==> src/rtl/gcn_stage_scheduler.sv <==
// -----------------------------------------------------------------------------
// gcn_stage_scheduler
//
// Top-level sequencer for the GCN inference pipeline. A run launches the
// transformation stage (FM x WM), then the combination stage (ADJ x FM_WM),
// then the argmax stage, and finally captures the per-node class vector.
// Each busy stage is guarded by a watchdog, and the number of busy cycles of
// the current/last run is reported. The scheduler also arbitrates the
// ADJ_FM_WM memory read-row port between the argmax stage and host readback.
//
// Ports
//   clk, reset          rising-edge clock, asynchronous active-low reset
//   start               run request (sampled in IDLE only)
//   clear_err           leave ERROR (sampled in ERROR only)
//   start_trans         one-cycle launch pulse, transformation stage
//   done_trans          transformation complete
//   start_comb          one-cycle launch pulse, combination stage
//   done_comb_in        combination complete
//   arg_go              level drive to the argmax stage, high in ARGMAX
//   done_arg            argmax complete
//   max_addi_ans        argmax result array
//   argmax_read_row     argmax row request to the memory
//   host_rd_req         host readback request
//   host_read_row       host row address
//   host_rd_gnt         host owns the memory read port this cycle
//   mem_read_row        row address driven to the ADJ_FM_WM memory
//   result              captured argmax vector
//   result_valid        result holds a completed run
//   busy                state is TRANS, COMB or ARGMAX
//   error               watchdog fired
//   err_stage           stage that timed out (1 TRANS, 2 COMB, 3 ARGMAX)
//   run_cycles          busy cycles of the last/current run, saturating
// -----------------------------------------------------------------------------
module gcn_stage_scheduler #(
    parameter int ARGMAX_ROWS     = 6,
    parameter int ARGMAX_COLS     = 2,
    parameter int FEATURE_WIDTH   = $clog2(ARGMAX_ROWS),
    parameter int TIMEOUT_CYCLES  = 1024,
    parameter int TIMEOUT_WIDTH   = $clog2(TIMEOUT_CYCLES),
    parameter int CYCLE_CNT_WIDTH = 16
) (
    input  logic                       clk,
    input  logic                       reset,
    input  logic                       start,
    input  logic                       clear_err,
    output logic                       start_trans,
    input  logic                       done_trans,
    output logic                       start_comb,
    input  logic                       done_comb_in,
    output logic                       arg_go,
    input  logic                       done_arg,
    input  logic [ARGMAX_COLS-1:0]     max_addi_ans [0:ARGMAX_ROWS-1],
    input  logic [FEATURE_WIDTH-1:0]   argmax_read_row,
    input  logic                       host_rd_req,
    input  logic [FEATURE_WIDTH-1:0]   host_read_row,
    output logic                       host_rd_gnt,
    output logic [FEATURE_WIDTH-1:0]   mem_read_row,
    output logic [ARGMAX_COLS-1:0]     result [0:ARGMAX_ROWS-1],
    output logic                       result_valid,
    output logic                       busy,
    output logic                       error,
    output logic [1:0]                 err_stage,
    output logic [CYCLE_CNT_WIDTH-1:0] run_cycles
);

    typedef enum logic [2:0] {
        ST_IDLE,
        ST_TRANS,
        ST_COMB,
        ST_ARGMAX,
        ST_ERROR
    } state_t;

    localparam logic [1:0] STAGE_TRANS  = 2'd1;
    localparam logic [1:0] STAGE_COMB   = 2'd2;
    localparam logic [1:0] STAGE_ARGMAX = 2'd3;

    state_t                     r_state;
    logic                       r_start_trans;
    logic                       r_start_comb;
    logic                       r_arg_go;
    logic                       r_busy;
    logic                       r_error;
    logic [1:0]                 r_err_stage;
    logic                       r_result_valid;
    logic [ARGMAX_COLS-1:0]     r_result [0:ARGMAX_ROWS-1];
    logic [TIMEOUT_WIDTH-1:0]   r_wdog;
    logic [CYCLE_CNT_WIDTH-1:0] r_run_cycles;

    logic w_wdog_expired;
    logic w_in_run;

    // The watchdog only matters when the stage's done input is low; done wins.
    assign w_wdog_expired = (r_wdog == TIMEOUT_WIDTH'(TIMEOUT_CYCLES - 1));
    assign w_in_run       = (r_state == ST_TRANS) || (r_state == ST_COMB) ||
                            (r_state == ST_ARGMAX);

    // NOTE: sequential state uses non-blocking assignments so every register
    // samples the pre-edge values, independent of statement order.
    always_ff @(posedge clk or negedge reset) begin
        if (!reset) begin
            r_state        <= ST_IDLE;
            r_start_trans  <= 1'b0;
            r_start_comb   <= 1'b0;
            r_arg_go       <= 1'b0;
            r_busy         <= 1'b0;
            r_error        <= 1'b0;
            r_err_stage    <= 2'd0;
            r_result_valid <= 1'b0;
            r_wdog         <= '0;
            r_run_cycles   <= '0;
            // NOTE: the result array is reset explicitly because it is a
            // visible output with a defined reset value, not scratch storage.
            for (int i = 0; i < ARGMAX_ROWS; i++) begin
                r_result[i] <= '0;
            end
        end else begin
            // Launch pulses last exactly one cycle unless re-armed below.
            r_start_trans <= 1'b0;
            r_start_comb  <= 1'b0;

            if (w_in_run && (r_run_cycles != '1)) begin
                r_run_cycles <= r_run_cycles + CYCLE_CNT_WIDTH'(1);
            end

            case (r_state)
                ST_IDLE: begin
                    if (start) begin
                        r_state        <= ST_TRANS;
                        r_start_trans  <= 1'b1;
                        r_busy         <= 1'b1;
                        r_result_valid <= 1'b0;
                        r_run_cycles   <= '0;
                        r_wdog         <= '0;
                    end
                end

                ST_TRANS: begin
                    if (done_trans) begin
                        r_state      <= ST_COMB;
                        r_start_comb <= 1'b1;
                        r_wdog       <= '0;
                    end else if (w_wdog_expired) begin
                        r_state     <= ST_ERROR;
                        r_busy      <= 1'b0;
                        r_error     <= 1'b1;
                        r_err_stage <= STAGE_TRANS;
                    end else begin
                        r_wdog <= r_wdog + TIMEOUT_WIDTH'(1);
                    end
                end

                ST_COMB: begin
                    if (done_comb_in) begin
                        r_state  <= ST_ARGMAX;
                        r_arg_go <= 1'b1;
                        r_wdog   <= '0;
                    end else if (w_wdog_expired) begin
                        r_state     <= ST_ERROR;
                        r_busy      <= 1'b0;
                        r_error     <= 1'b1;
                        r_err_stage <= STAGE_COMB;
                    end else begin
                        r_wdog <= r_wdog + TIMEOUT_WIDTH'(1);
                    end
                end

                ST_ARGMAX: begin
                    if (done_arg) begin
                        r_state        <= ST_IDLE;
                        r_arg_go       <= 1'b0;
                        r_busy         <= 1'b0;
                        r_result       <= max_addi_ans;
                        r_result_valid <= 1'b1;
                    end else if (w_wdog_expired) begin
                        r_state     <= ST_ERROR;
                        r_arg_go    <= 1'b0;
                        r_busy      <= 1'b0;
                        r_error     <= 1'b1;
                        r_err_stage <= STAGE_ARGMAX;
                    end else begin
                        r_wdog <= r_wdog + TIMEOUT_WIDTH'(1);
                    end
                end

                ST_ERROR: begin
                    // start is deliberately not looked at here.
                    if (clear_err) begin
                        r_state     <= ST_IDLE;
                        r_error     <= 1'b0;
                        r_err_stage <= 2'd0;
                    end
                end

                default: begin
                    r_state  <= ST_IDLE;
                    r_arg_go <= 1'b0;
                    r_busy   <= 1'b0;
                end
            endcase
        end
    end

    // Memory read-port arbitration, decoded straight from the state register:
    // the argmax stage owns the port in ARGMAX, the host owns it while idle or
    // halted, and nobody reads during TRANS/COMB.
    // NOTE: both outputs get a default before the case so no path leaves them
    // unassigned, which would otherwise infer latches.
    always_comb begin
        mem_read_row = '0;
        host_rd_gnt  = 1'b0;
        case (r_state)
            ST_ARGMAX: begin
                mem_read_row = argmax_read_row;
            end
            ST_IDLE, ST_ERROR: begin
                mem_read_row = host_read_row;
                host_rd_gnt  = host_rd_req;
            end
            default: begin
                mem_read_row = '0;
                host_rd_gnt  = 1'b0;
            end
        endcase
    end

    assign start_trans  = r_start_trans;
    assign start_comb   = r_start_comb;
    assign arg_go       = r_arg_go;
    assign busy         = r_busy;
    assign error        = r_error;
    assign err_stage    = r_err_stage;
    assign result_valid = r_result_valid;
    assign result       = r_result;
    assign run_cycles   = r_run_cycles;

endmodule

==> config.mk <==
export PLATFORM = sky130hd
export DESIGN_NAME = gcn_stage_scheduler
export DESIGN_NICKNAME = d
export VERILOG_FILES = /design/src/rtl/gcn_stage_scheduler.sv
export SDC_FILE = /design/constraint.sdc
export NUM_CORES = 1
export LEC_CHECK = 0
export CAP_MARGIN = 5
export CORE_MARGIN = 4
export CORE_UTILIZATION = 47
export DETAILED_ROUTE_END_ITERATION = 10
export GPL_ROUTABILITY_DRIVEN = 0
export HOLD_SLACK_MARGIN = 0.06
export PLACE_DENSITY_LB_ADDON = 0.15
export SYNTH_ARGS = -nofsm -noshare
export SYNTH_HDL_FRONTEND = slang
export SYNTH_SLANG_ARGS = --single-unit
==> constraint.sdc <==
create_clock -name clk -period 1.85 [get_ports clk]
set_input_delay 0.37 -clock clk [delete_from_list [all_inputs] [get_ports clk]]
set_output_delay 0.37 -clock clk [all_outputs]
set_load 0.005 [all_outputs]
==> run_results.csv <==
group,metric,value,unit
logic_synthesis,seq_area_frac_synth,46.36,%
cells_and_area,drive_gt1_share,23.86,%
die,io-pin-count,66,
drt,dr_total_vias,2526,
global_route,grt-ovfl-total,0,
logic_synthesis,synthCells,271,
die,die_w,83.02,microns
clock_network,cts-root-buf,"clkbuf_8",
setup_path,critPathLaunchType,"flop",
logic_synthesis,synth-seq-cells,49,
logic_synthesis,yosysWarnings,0,
logic_synthesis,synth_area,2645,sq um
die,design.die.area,6892,sq um
clock_network,clock_tree.buffer_depth,2,
setup_path,crit_slowest_cell,"dfrtp_1",
flow_run,max_cap_violations,0,
timing,post-route-period-util,98.33,%
cells_and_area,mostFrequentLayoutCells,"clkdlybuf4s50_1 (60), dfrtp_1 (48), buf_4 (36)",
timing,clock_skew,0.01459,ns
logic_synthesis,synth_enable_flop_cells,0,
pwr,switching_share,34.27,%
cells_and_area,n_antenna_cell,0,
die,fp-row-count,27,
timing,fin_crit,1.819,ns
place,portBuffers,65,
setup_path,crit_end,"r_wdog[2]$_DFFE_PN0P_",
logic_synthesis,yosys_most_used_dff,"dfrtp_1",
drt,first_pass_iters,6,
die,initial_core_util,48.33,%
global_route,grt_start_max_net_pins,50,
die,die_h,83.02,microns
pwr,seq_power_share,34.4,%
timing,fmax,549.7,MHz
pwr,ir_worst_vdd,0.6692,mV
drt,drtIter0Drc,125,
pwr,p_switching,0.001594,W
logic_synthesis,async_flop_share,100.0,%
setup_path,path_depth,7,
setup_path,crit_family,"simple AND/OR/NAND/NOR gates",
logic_synthesis,syn_nets,299,
clock_network,numCtsBuffers,5,
setup_path,crit_chain,"buf_6, buf_12, and3_4, or3_4, buf_6, or3_4, a21oi_2",
setup_path,setup.worst_path.start,"r_state[1]$_DFFE_PN0P_",
cells_and_area,nets,400,
setup_path,cp_max_fo,10,
die,core,5473,sq um
setup_path,cp.required,2.09,ns
clock_network,cts_tree,"built",
setup_path,r2r_slack,0.03,ns
setup_path,r2r_end,"r_wdog[2]$_DFFE_PN0P_",
clock_network,clock-sinks,49,
setup_path,endpoint_kind,"flop",
pwr,clkPwrFrac,14.1,%
timing,hold_viol_final,0,
setup_path,arrival,2.06,ns
place,dp_hpwl,5003,microns
pwr,p_int,0.003057,W
min_path,hp-class,"reg2reg",
logic_synthesis,yosysUniqueCellTypes,50,
outcome,outcome,"completed",
clock_network,htree_num_levels,2,
cells_and_area,fin_area,3830,sq um
global_route,grt_usage,19.89,%
place,dpl_cell_area,3625,sq um
drt,drc,0,
drt,routedWlPerCell,15.52,microns
drt,drt_wl_total,6907,microns
timing,hold_slack,0.5076,ns
setup_path,path_class,"reg2reg",
global_route,grt_pass1_vias,2488,
setup_path,reg2reg_depth,7,
timing,rsz0062_at_grt,"true",
drt,ant_nets,0,
global_route,antenna_found_initial,0,
timing,setup_tns,0,ns
timing,tightest_slew,0.4991,ns
drt,via_per_inst,5.676,
cells_and_area,area_delta_synth_final,44.80,%
pwr,total_power,0.004651,W
clock_network,cts.clk_slew.worst_paths,0.09,ns
pwr,pwr-share-comb,51.5,%
pwr,p_leak,1.603,nW
clock_network,clock_latency,0.31,ns
setup_path,slowest_delay,0.43,ns
pwr,powerDensity,1214,nW/um^2
setup_path,cp.buffers_inverters,3,
cells_and_area,final_core_util,69.98,%
setup_path,rr_startpoint,"r_state[1]$_DFFE_PN0P_",
timing,slew_headroom,66.73,%
timing,setup_viol,0,
global_route,grt_pass1_wl,11540,microns
cells_and_area,layout.cells.most_common,"clkdlybuf4s50_1",
logic_synthesis,synth_area_per_cell,9.760,sq um
timing,slew_viol_final,0,
worst reg2reg max path, stage by stage, from the launching register on:
cell and delay, ns:
dfrtp_1 0.43, buf_6 0.14, buf_12 0.13, and3_4 0.15, or3_4 0.34, buf_6 0.14, or3_4 0.32, a21oi_2 0.11
per-layer routing:
metal | up-vias | part of all wire [%] | track usage (%)
met3 | 9 | 5.7 | 3.968
li1 | 1217 | - | -
met4 | 0 | 1.3 | 4.755
met2 | 88 | 50 | 34.18
met1 | 1212 | 43 | 25.78
met5 | - | 0 | 0
cell usage after synthesis, types with 4 or more instances:
cell type | n | area (sq um)
o21ai_0 | 16 | 80.08
or3_1 | 7 | 43.79
nor2_1 | 15 | 56.30
and2_1 | 5 | 31.28
nand3_1 | 14 | 70.07
nand2_1 | 22 | 82.58
nor3_1 | 6 | 30.03
mux2i_1 | 9 | 90.09
mux2_2 | 13 | 146.4
a32o_1 | 4 | 40.04
inv_1 | 7 | 26.28
clkbuf_1 | 9 | 33.78
dfrtp_1 | 49 | 1226
o211ai_1 | 6 | 45.04
and3_1 | 5 | 31.28
nand4_1 | 11 | 68.82
a21oi_1 | 18 | 90.09
sequential cells by signal (all words and copies together), names as in the netlist:
register,flops
r_wdog,10
start_comb,1
r_state,3
err_stage,2
busy,1
start_trans,1
run_cycles,16
result,12
error,1
arg_go,1
result_valid,1
kinds of logic after synthesis:
family	synth area share, %
compound gates	17.08
xor+xnor	0.3312
fa+ha+maj	0.9459
buf+inv	3.831
flops	46.36
mux	8.941
simple gates	22.52
worst min-delay path by stage:
stage                          startpoint                       to  slack [ns]  depth (start not counted)
detailed placement                  reset  run_cycles[6]$_DFF_PN0_        0.38                          2
finish                 arg_go$_DFFE_PN0P_       arg_go$_DFFE_PN0P_        0.51                          1
CTS                    arg_go$_DFFE_PN0P_       arg_go$_DFFE_PN0P_        0.51                          1
floorplan                           reset       arg_go$_DFFE_PN0P_        0.07                          0
global route        result[2]$_DFFE_PN0P_    result[2]$_DFFE_PN0P_        0.53                          1
global placement                    reset  run_cycles[5]$_DFF_PN0_        0.38                          2
final cells by class:
class / count / area [sq um]
inverter: 8 / 30.03
sequential: 49 / 1227
timing repair buffer: 109 / 1008
clock inverter: 3 / 25.02
fill: 444 / 1643
clock buffer: 5 / 68.82
tap: 72 / 90.09
multi-input combinational: 199 / 1380
per-stage QoR:
step	cells	setup slack (ns)
finish	445	0.03082
global route	445	-0.03558
CTS	442	0.0001623
detailed placement	430	-0.2040
global placement	430	-0.1395
floorplan	271	0.1846
repair_timing:
action,CTS,global route
setup buffers,3,2
endpoints found under the hold margin,49,0
setup endpoints to repair,4,10
hold buffers,1,0
resized for setup,15,18
pin swaps,1,4
cloned,0,1
power by group through the flow:
stage	logic [W]	clock network [W]	registers, W
3_3_place_gp	0.00221	0	0.00159
5_1_grt	0.00261	0.000732	0.00164
6_report	0.00240	0.000657	0.00160
2_1_floorplan	0.00102	0	0.00164
4_1_cts	0.00230	0.000679	0.00158
3_5_place_dp	0.00226	0	0.00160
(Power assumes the default switching activity.)
